<file path="config.mk">
export PLATFORM = sky130hd
export DESIGN_NAME = cache_req_ctrl
export DESIGN_NICKNAME = d
export VERILOG_FILES = /design/src/rtl/cache_req_ctrl.sv
export SDC_FILE = /design/constraint.sdc
export NUM_CORES = 1
export LEC_CHECK = 0
export CAP_MARGIN = 10
export CORE_ASPECT_RATIO = 1.2
export CORE_UTILIZATION = 50
export DETAILED_ROUTE_END_ITERATION = 8
export HOLD_SLACK_MARGIN = 0.02
export PLACE_DENSITY = 0.82
export REMOVE_ABC_BUFFERS = 1
export SLEW_MARGIN = 20
export SYNTH_ARGS = -nofsm -noshare
export SYNTH_HDL_FRONTEND = slang
export SYNTH_SLANG_ARGS = --single-unit
</file>
<file path="constraint.sdc">
create_clock -name clock -period 6.7 [get_ports clock]
set_clock_uncertainty 0.2 [all_clocks]
set_input_delay 1.005 -clock clock [delete_from_list [all_inputs] [get_ports clock]]
set_output_delay 1.005 -clock clock [all_outputs]
set_load 0.02 [all_outputs]
</file>
<file path="src/rtl/cache_req_ctrl.sv">
// Request sequencer for the K-way CLOCK cache: read-hit, read-miss fill, write-through.
// Optional CACHE_STATS_EN adds saturating hit/miss/timeout counters.
`timescale 1ns/1ps
module cache_req_ctrl #(
  parameter int ADDR_WIDTH   = 8,
  parameter int LINE_WIDTH   = 32,
  parameter int FILL_TIMEOUT = 16
) (
  input  logic                  clock,
  input  logic                  reset_n,
  input  logic                  req_valid,
  output logic                  req_ready,
  input  logic                  req_write,
  input  logic [ADDR_WIDTH-1:0] req_addr,
  input  logic [LINE_WIDTH-1:0] req_wdata,
  output logic                  resp_valid,
  output logic [LINE_WIDTH-1:0] resp_data,
  output logic                  resp_hit,
  output logic                  resp_err,
  output logic [ADDR_WIDTH-1:0] c_addr,
  output logic [LINE_WIDTH-1:0] c_val,
  output logic                  c_read,
  output logic                  c_write,
  input  logic                  c_hit,
  input  logic [LINE_WIDTH-1:0] c_out_val,
  output logic                  mem_req_valid,
  input  logic                  mem_req_ready,
  output logic                  mem_req_write,
  output logic [ADDR_WIDTH-1:0] mem_addr,
  output logic [LINE_WIDTH-1:0] mem_wdata,
  input  logic                  mem_rvalid,
  input  logic [LINE_WIDTH-1:0] mem_rdata
`ifdef CACHE_STATS_EN
  ,
  output logic [31:0]           stat_hits,
  output logic [31:0]           stat_misses,
  output logic [31:0]           stat_timeouts
`endif
);

  localparam int HW = $clog2(FILL_TIMEOUT + 1);
  localparam logic [HW-1:0] HOLD_LAST = HW'(FILL_TIMEOUT - 1);

  typedef enum logic [3:0] {
    IDLE, RD_ISSUE, RD_CHECK, MEM_RD, MEM_WAIT, FILL, WR_CACHE, MEM_WR, RESP
  } state_t;

  state_t                state;
  logic [HW-1:0]         hold_cnt;
  logic [ADDR_WIDTH-1:0] addr_q;
  logic [LINE_WIDTH-1:0] wdata_q;
  logic [LINE_WIDTH-1:0] line_buf;

  // Request and fill data holding registers (data only, no reset)
  always_ff @(posedge clock) begin
    if (state == IDLE && req_valid) begin
      addr_q  <= req_addr;
      wdata_q <= req_wdata;
    end
    if (state == MEM_WAIT && mem_rvalid)
      line_buf <= mem_rdata;
  end

  always_ff @(posedge clock or negedge reset_n) begin
    if (!reset_n) begin
      state         <= IDLE;
      req_ready     <= 1'b1;
      resp_valid    <= 1'b0;
      resp_data     <= '0;
      resp_hit      <= 1'b0;
      resp_err      <= 1'b0;
      c_addr        <= '0;
      c_val         <= '0;
      c_read        <= 1'b0;
      c_write       <= 1'b0;
      mem_req_valid <= 1'b0;
      mem_req_write <= 1'b0;
      mem_addr      <= '0;
      mem_wdata     <= '0;
      hold_cnt      <= '0;
    end else begin
      resp_valid <= 1'b0;
      case (state)
        IDLE: begin
          if (req_valid) begin
            req_ready <= 1'b0;
            resp_hit  <= 1'b0;
            resp_err  <= 1'b0;
            c_addr    <= req_addr;
            if (req_write) begin
              state     <= WR_CACHE;
              c_write   <= 1'b1;
              c_val     <= req_wdata;
              resp_data <= req_wdata;
              hold_cnt  <= '0;
            end else begin
              state  <= RD_ISSUE;
              c_read <= 1'b1;
            end
          end
        end
        RD_ISSUE: begin
          c_read <= 1'b0;
          state  <= RD_CHECK;
        end
        RD_CHECK: begin
          if (c_hit) begin
            resp_data <= c_out_val;
            resp_hit  <= 1'b1;
            state     <= RESP;
          end else begin
            mem_req_valid <= 1'b1;
            mem_req_write <= 1'b0;
            mem_addr      <= addr_q;
            state         <= MEM_RD;
          end
        end
        MEM_RD: begin
          if (mem_req_ready) begin
            mem_req_valid <= 1'b0;
            state         <= MEM_WAIT;
          end
        end
        MEM_WAIT: begin
          if (mem_rvalid) begin
            c_write  <= 1'b1;
            c_val    <= mem_rdata;
            hold_cnt <= '0;
            state    <= FILL;
          end
        end
        // c_write stays up across the cache's eviction sweep; the first c_hit sample is stale
        FILL, WR_CACHE: begin
          hold_cnt <= hold_cnt + 1'b1;
          if (state == WR_CACHE && hold_cnt == HW'(1))
            resp_hit <= c_hit;
          if (c_hit && hold_cnt != '0) begin
            c_write <= 1'b0;
            if (state == FILL) begin
              resp_data <= line_buf;
              state     <= RESP;
            end else begin
              mem_req_valid <= 1'b1;
              mem_req_write <= 1'b1;
              mem_addr      <= addr_q;
              mem_wdata     <= wdata_q;
              state         <= MEM_WR;
            end
          end else if (hold_cnt == HOLD_LAST) begin
            c_write  <= 1'b0;
            resp_err <= 1'b1;
            if (state == FILL)
              resp_data <= line_buf;
            state <= RESP;
          end
        end
        MEM_WR: begin
          if (mem_req_ready) begin
            mem_req_valid <= 1'b0;
            mem_req_write <= 1'b0;
            state         <= RESP;
          end
        end
        RESP: begin
          resp_valid <= 1'b1;
          req_ready  <= 1'b1;
          state      <= IDLE;
        end
        default: state <= IDLE;
      endcase
    end
  end

`ifdef CACHE_STATS_EN
  function automatic logic [31:0] sat_inc(input logic [31:0] v);
    return (v == '1) ? v : v + 32'd1;
  endfunction

  // Outcome flags are final while in RESP, so count there
  always_ff @(posedge clock or negedge reset_n) begin
    if (!reset_n) begin
      stat_hits     <= '0;
      stat_misses   <= '0;
      stat_timeouts <= '0;
    end else if (state == RESP) begin
      if (resp_hit) stat_hits   <= sat_inc(stat_hits);
      else          stat_misses <= sat_inc(stat_misses);
      if (resp_err) stat_timeouts <= sat_inc(stat_timeouts);
    end
  end
`endif

endmodule

</file>
### Yosys cells after proc, flatten, opt, wreduce, memory -nomap -nowiden

Index checks and enable logic that the tools add are counted.

* bits in registers: 201
* bits of input ports: 111
* output and inout bits: 120

* add/subtract/negate cells: 1
* eq/ne operators: 25
* mux-type cells: 52
* bitwise operators: 1
* reduce and logical (&&, ||, !) cells: 31

Operators with widths (count)
* 2-to-1 mux 32 bit: 7
* one-hot mux 32 bit (3 select lines): 1
* one-hot mux 32 bit (2 select lines): 1
* 2-to-1 mux 4 bit: 8
* one-hot mux 4 bit (7 select lines): 1
* inequality test 2 bit, second input constant: 13
* AND reduction 5 bit: 5
* 2-to-1 mux 8 bit: 3
* AND reduction 4 bit: 5
* 2-to-1 mux 1 bit: 18
* == test 4 x 3 -> 1 bit, second input constant: 4
* one-hot mux 8 bit (2 select lines): 1
* 2-to-1 mux 5 bit: 3
* one-hot mux 5 bit (3 select lines): 1
* one-hot mux 1 bit (3 select lines): 4
* nonzero test 3 bit: 4
* nonzero test 2 bit: 5
* == test 4 x 2 -> 1 bit, second input constant: 2
* one-hot mux 1 bit (2 select lines): 3
* AND reduction 3 bit: 2
* adder 5 x 1 -> 5 bit, second input constant: 1
* == test 5 x 1 -> 1 bit, second input constant: 1
* == test 5 x 4 -> 1 bit, second input constant: 1
* nonzero test 5 bit: 1
* 10 further kinds: 15

### Logic depth before layout (Yosys ltp)

Gate-level depths: netlist (run 1).

* depth after elaboration: 5
* mapped depth: 8
* gate-level depth less buffers: 7

### Worst setup path after synthesis (run 1)

No wires, ideal clock.

* path kind: register to register
* start: reg hold_cnt[0]
* end: reg resp_data[10]
* setup time: 0.125 ns
* data arrival time: 2.353 ns
* data required time: 6.375 ns
* slack: 4.022 ns
* cell stages (with the launch flop): 9
* path buffers: 1
* clock period less this slack: 2.678 ns
* path through: dfrtp_1 -> ha_1 -> and3_1 -> ha_1 -> or3b_2 -> a211o_1 -> nand4_4 -> buf_12 -> mux2_4

* cells in the longest elaborated chain, start to end: 4
* elaborated cells on any way between the ends: 7
* classes of those cells: eq/ne (2); mux (2); reduce/logical (3)

RTL lines
* start: declaration: RTL line 49 `logic [HW-1:0] hold_cnt;`
* start signal: assignment: RTL line 134 `hold_cnt <= hold_cnt + 1'b1;`
* nonzero test 5 bit: RTL line 137 `if (c_hit && hold_cnt != '0) begin`
* logical AND 1 bit: RTL line 137
* inequality test 3 bit (no source line) / 2-to-1 mux 32 bit (equally long branches)
* AND reduction 5 bit (no source line) / one-hot mux 32 bit (3 select lines) (equally long branches)
* end signal: assignment: RTL line 108 `resp_data <= c_out_val;`
* end signal: assignment: RTL line 140 `resp_data <= line_buf;`
* end signal: assignment: RTL line 153 `resp_data <= line_buf;`
* end: declaration: RTL line 17 `output logic [LINE_WIDTH-1:0] resp_data,`

Several ways; a longest one is shown, not always the timed one.
A chain may end at the register's enable or synchronous reset.

### Final worst setup path (run 1)

* start: in c_hit
* end: reg resp_data[1]

* cells in the longest elaborated chain, start to end: 3
* elaborated cells on any way between the ends: 6
* classes of those cells: eq/ne (2); mux (2); reduce/logical (2)

RTL lines
* start: declaration: RTL line 24 `input logic c_hit,`
* logical AND 1 bit: RTL line 137
* inequality test 3 bit (no source line) / 2-to-1 mux 32 bit (equally long branches)
* AND reduction 5 bit (no source line) / one-hot mux 32 bit (3 select lines) (equally long branches)

Several ways; a longest one is shown, not always the timed one.

==> results of run 1 <==
per-stage QoR:
stage | hold slack, ns | instance area (um^2) | worst slack (ns) | util (%) | power (mW)
after floorplan | 0.255 | 8320 | 3.23 | - | 3.69
after global placement | 0.257 | 11000 | 2.85 | 66.5 | 4.78
after detailed placement | 0.267 | 11000 | 2.73 | 66.5 | 4.88
after CTS | 0.281 | 11600 | 3.20 | 70.7 | 6.05
after global routing | 0.293 | 11600 | 3.09 | 70.7 | 6.31
final | 0.276 | 11600 | 3.20 | 70.7 | 5.99
per-layer routing:
layer | vias up | share of wire, %
li1 | 2599 | -
met1 | 2814 | 38
met2 | 226 | 51
met3 | 35 | 8.5
met4 | 0 | 2.1
met5 | - | 0
kinds of logic after synthesis:
| family | synth area share, % |
|---|---|
| AND/OR/NAND/NOR | 7.15 |
| XOR/XNOR | 0.205 |
| multiplexers | 16.6 |
| buffers and inverters | 2.98 |
| AO/OA/AOI/OAI | 9.27 |
| flip-flops | 63.2 |
| adder cells (fa/ha/maj) | 0.586 |
area by class of cell:
| class | instances | area, um^2 | area share, % |
|---|---|---|---|
| clock buffers | 23 | 553 | 4.75 |
| clock inverters | 13 | 126 | 1.09 |
| inverters | 11 | 41.3 | 0.355 |
| multi-input cells | 337 | 2920 | 25.1 |
| flip-flops and latches | 201 | 5390 | 46.3 |
| well taps | 212 | 265 | 2.28 |
| repair buffers | 235 | 2340 | 20.1 |
final timing paths:
kind / endpoint / slack (ns)
setup / recovery: resp_data[1] / 3.20
hold / removal: mem_req_valid / 0.28
setup reg to reg: resp_data[0] / 3.47
hold reg to reg: mem_wdata[26] / 0.28
max in group asynchronous: hold_cnt[2] / 4.67
min in group clock: mem_wdata[26] / 0.28
registers in the layout (all words and copies together), names as in the netlist:
| signal | cells |
|---|---|
| c_val | 32 |
| hold_cnt | 5 |
| c_read | 1 |
| c_write | 1 |
| resp_valid | 1 |
| mem_wdata | 32 |
| req_ready | 1 |
| c_addr | 8 |
| resp_err | 1 |
| resp_data | 32 |
| mem_req_write | 1 |
| resp_hit | 1 |
| line_buf | 32 |
| addr_q | 8 |
| state | 4 |
| mem_addr | 8 |
| mem_req_valid | 1 |
| wdata_q | 32 |
power by group:
part	total [mW]	switching (mW)	internal (mW)	leakage, nW
clock network	1.14	0.470	0.672	0.335
registers	2.03	0.284	1.74	2.21
logic	2.82	1.40	1.43	2.15
total	5.99	2.15	3.84	4.70
cell usage in the layout, fill, tap and decap left out, drive strengths merged, types with 3 or more instances in the layout:
cell / netlist / final
and2: 35 / 35
nand3: 3 / 3
clkinv: 0 / 9
mux2: 85 / 85
o21ai: 7 / 7
nor2: 39 / 39
buf: 19 / 6
dfrtp: 128 / 128
a2111oi: 3 / 3
clkbuf: 17 / 23
nand2: 5 / 5
clkdlybuf4s50: 0 / 229
a31oi: 3 / 3
a211o: 3 / 3
edfxtp: 72 / 72
a221o: 32 / 32
nor2b: 9 / 9
inv: 11 / 11
nand2b: 4 / 4
ha: 4 / 4
mux2i: 35 / 35
a21oi: 37 / 37
==> results.sh, run 1 <==
export IMPL_hold_viol=0
export IMPL_drtIter0Drc=316
export IMPL_drive_gt1_share_pct=17.1
export IMPL_synth_seq_cells=201
export IMPL_diodes=0
export IMPL_crit_buf_inv=1
export IMPL_ys_warn_count=0
export IMPL_postCtsSetupBuffers=0
export IMPL_netlist_area_leader_share_pct=37.5
export IMPL_synth_seq_area_share_pct=63.2
export IMPL_fin_nets=921
export IMPL_cts_resized=0
export IMPL_drc=0
export IMPL_setup_viol=0
export IMPL_antenna_found_initial=0
export IMPL_worstPathArrival_ns=3.67
export IMPL_grt_util_met3_pct=6.37
export IMPL_hold_class="in2async"
export IMPL_ant_nets=0
export IMPL_final_cells=1032
export IMPL_path_class="in2reg"
export IMPL_fin_crit_sh_pct=52.3
export IMPL_cp_required_ns=6.86
export IMPL_status="complete, no violations"
export IMPL_grt_pass1_vias=6100
export IMPL_port_buffers=230
export IMPL_cts_tree="yes"
export IMPL_synth_edff_count=72
export IMPL_die_y_um=145
export IMPL_ys_types=55
export IMPL_grt_use_met2_pct=42.1
export IMPL_async_reset_ff_share_pct=64.2
export IMPL_finalSetupTns_ns=0
export IMPL_yosysTopAreaCell="dfrtp_1"
export IMPL_io_pins=231
export IMPL_reg2regPathDepth=7
export IMPL_synthTopCellsByCount="dfrtp_1, edfxtp_1, mux2_2, nor2_1, a21oi_1"
export IMPL_cp_cell_sequence="clkdlybuf4s50_1 -> o21ai_0 -> o311ai_1 -> nand4_4 -> mux2_4"
export IMPL_area_delta_synth_final_pct=36.3
export IMPL_crit_cells=5
export IMPL_yosysMostFrequentCell="dfrtp_1"
export IMPL_slew_headroom_pct=26.4
export IMPL_powerDensity_nw_per_um2=515
export IMPL_cp_slowest_cell="nand4_4"
export IMPL_place_inst=996
export IMPL_crit_family="simple AND/OR/NAND/NOR gates"
export IMPL_vias=5674
export IMPL_postCtsHoldBufs=0
export IMPL_ir_drop_mv=0.296
export IMPL_grt_max_degree=71
export IMPL_crit_path_start="c_hit"
export IMPL_end_kind="flop"
export IMPL_fill_cells=1120
export IMPL_ys_top_cells_by_area="dfrtp_1, edfxtp_1, mux2_2, mux2_4, mux2i_1"
export IMPL_drt_total_wl_um=20800
export IMPL_cts_sinks=201
export IMPL_slew_viol_final=0
export IMPL_synth_ff_type="dfrtp_1"
export IMPL_busiest_layer="met2"
export IMPL_grtUsageMet1_pct=29.5
export IMPL_track_usage_pct=24.3
export IMPL_drtPass1Iterations=6
export IMPL_gp_congestion=0.883
export IMPL_max_stage_delay_ns=0.83
export IMPL_fp_dieW_um=121
export IMPL_syn_avg_cell_area_um2=14.6
export IMPL_rows=51
export IMPL_dpl_hpwl_um=13600
export IMPL_synth_cells=585
export IMPL_grt_overflow_total=0
export IMPL_cts_root_buf="clkbuf_16"
export IMPL_clk_latency_ns=0.49
export IMPL_maxCapViolCount=0
export IMPL_core_um2=16500
export IMPL_timing_fmax_ghz=0.285
export IMPL_vias_per_cell=5.50
export IMPL_syn_area_um2=8530
export IMPL_cts_htree_levels=1
export IMPL_cts_buffers=20
export IMPL_min_period_ns=3.50
export IMPL_grt_pass1_wl_um=33100
export IMPL_wire_per_inst_um=20.1
export IMPL_reg2reg_from="hold_cnt[0]"
export IMPL_path_clk_slew_ns=0.06
export IMPL_initial_core_util_pct=51.8
export IMPL_cts_buffer_depth=3
export IMPL_p_leak_nw=4.70
export IMPL_tightestPinTransition_ns=1.10
export IMPL_rsz0062_at_grt="no"
export IMPL_die_area_um2=17600
export IMPL_worstPathMaxFanout=32
export IMPL_setup_worst_path_start_class="primary input"
(Power assumes the default switching activity.)
==> run 2: changes to the inputs <==
CORE_UTILIZATION = 49   (was 50)
PLACE_DENSITY = 0.81   (was 0.82)
clock period = 3.4 ns   (was 6.7 ns; I/O delays follow)
==> run 2 against run 1 <==
Compared with the run above: first-iteration DRC count decreased by 24%; hold slack lost 0.00050 ns; core utilization decreased by 1.3 points; clock power is 99% higher; final area increased by 1.3%; largest power group unchanged; sequential power increased by 97%; critical path depth grew 3; flip-flop and latch count stayed put.
==> results.sh, run 2 (synthesized netlist as in run 1, its figures left out) <==
export IMPL_drc=0
export IMPL_core_um2=17000
export IMPL_port_buffers=230
export IMPL_ant_nets=0
export IMPL_holdCritStartpoint="addr_q[0]"
export IMPL_vias=5740
export IMPL_power_mw=12.0
export IMPL_hold_slack_ns=0.275
export IMPL_grt_overflow_total=0
export IMPL_grt_pass1_vias=6299
export IMPL_drive_gt1_share_pct=17.7
export IMPL_cp_required_ns=3.57
export IMPL_final_common_cell="clkdlybuf4s50_1"
export IMPL_place_inst=1011
export IMPL_hold_class="reg2reg"
export IMPL_place_area_um2=11100
export IMPL_swShare_pct=35.6
export IMPL_max_stage_delay_ns=0.45
export IMPL_maxCapViolCount=0
export IMPL_share_comb_of_total_power_pct=47.7
export IMPL_cts_htree_levels=1
export IMPL_area_delta_synth_final_pct=38.1
export IMPL_worstPathMaxFanout=17
export IMPL_drtPass1Iterations=5
export IMPL_status="complete, no violations"
export IMPL_clk_latency_ns=0.49
export IMPL_initial_core_util_pct=50.3
export IMPL_drt_total_wl_um=21000
export IMPL_fin_crit_sh_pct=87.1
export IMPL_p_sw_mw=4.25
export IMPL_crit_top_cell="ha_1"
export IMPL_grt_max_degree=85
export IMPL_reg2reg_from="hold_cnt[0]"
export IMPL_path_class="reg2reg"
export IMPL_final_cells=1048
export IMPL_worstPathArrival_ns=3.13
export IMPL_cp_slowest_cell="or3b_2"
export IMPL_rows=52
export IMPL_crit_path_start="hold_cnt[0]"
export IMPL_slew_viol_final=0
export IMPL_io_pins=231
export IMPL_cts_tree="yes"
export IMPL_path_clk_slew_ns=0.06
export IMPL_dpl_hpwl_um=14700
export IMPL_p_leak_nw=4.77
export IMPL_ir_drop_mv=0.488
export IMPL_postCtsSetupBuffers=0
export IMPL_timing_fmax_ghz=0.338
export IMPL_tightestPinTransition_ns=0.806
export IMPL_end_kind="flop"
export IMPL_drtIter0Drc=241
export IMPL_layout_common_cells="clkdlybuf4s50_1, dfrtp_1, edfxtp_1"
export IMPL_fp_dieW_um=122
export IMPL_powerDensity_nw_per_um2=1010
export IMPL_grt_pass1_wl_um=33000
export IMPL_antenna_found_initial=0
export IMPL_cts_buffers=20
export IMPL_hold_viol=0
export IMPL_die_area_um2=18000
export IMPL_seq_power_share_pct=33.4
export IMPL_setup_viol=0
export IMPL_die_y_um=147
export IMPL_slew_headroom_pct=46.3
export IMPL_min_period_ns=2.96
export IMPL_vias_per_cell=5.48
export IMPL_rsz0062_at_grt="no"
export IMPL_cellInternalPower_mw=7.70
export IMPL_clockPowerShare_pct=19.0
export IMPL_final_area_um2=11800
export IMPL_cts_buffer_depth=3
export IMPL_cts_sinks=201
export IMPL_gp_congestion=0.857
export IMPL_diodes=0
export IMPL_cp_cell_sequence="ha_1 -> and3_1 -> ha_1 -> or3b_2 -> a211o_1 -> nand4_4 -> buf_4 -> mux2_2"
export IMPL_track_usage_pct=23.7
export IMPL_setup_worst_path_start_class="flop"
export IMPL_wire_per_inst_um=20.1
export IMPL_cts_root_buf="clkbuf_16"
export IMPL_fin_nets=933
[run 2: worst paths after layout]
| check | slack, ns | cells past startpoint | end |
|---|---|---|---|
| max | 0.44 | 8 | resp_data[31] |
| min | 0.28 | 1 | mem_addr[0] |
| max reg2reg | 0.44 | 8 | resp_data[31] |
| min reg2reg | 0.28 | 1 | mem_addr[0] |
| max in group asynchronous | 1.79 | 3 | c_val[23] |
| min in group asynchronous | 0.45 | 2 | mem_addr[3] |
[run 2: power by group through the flow]
stage,clock network (mW),registers (mW),logic [mW]
finish,2.27,3.99,5.70
global route,2.39,4.09,6.05
CTS,2.30,3.99,5.75
detailed placement,0,4.02,5.72
global placement,0,3.97,5.53
floorplan,0,4.75,2.51
[run 2: repair_timing]
item	CTS	global route
resized for setup	0	0
hold buffers	1	0
setup endpoints to repair	0	0
hold endpoints to repair	82	0
[run 2: per-layer routing]
layer	part of all wire (%)	track usage [%]	vias up
met5	0	0	-
met4	2.6	7.44	0
met3	8.5	6.33	45
met2	51	42.1	256
met1	38	27.4	2813
li1	-	-	2626
[run 2: critical path, delay by kind of cell, from the launching register on]
family                     cells  cell delay [ns]
and+or+nand+nor                3             0.75
adders and majority gates      2             0.46
DFF                            1             0.42
muxes                          1             0.37
buffers and inverters          1             0.32
AOI/OAI and AO/OA              1             0.31
[run 2: area by class of cell]
class | count | area (um^2)
repair buffers | 247 | 2480
well taps | 216 | 270
inverters | 11 | 41.3
multi-input cells | 337 | 2920
fillers | 1128 | 5200
clock inverters | 8 | 90.1
clock buffers | 28 | 592
flip-flops and latches | 201 | 5390
[run 2: metrics by stage]
stage          util (%)  TNS [ns]  setup slack (ns)
3_3_place_gp       65.3         0             0.510
6_report           69.4         0             0.439
3_5_place_dp       65.3         0             0.429
4_1_cts            69.4         0             0.426
5_1_grt            69.4         0             0.344
2_1_floorplan         -     -2.13           -0.0665
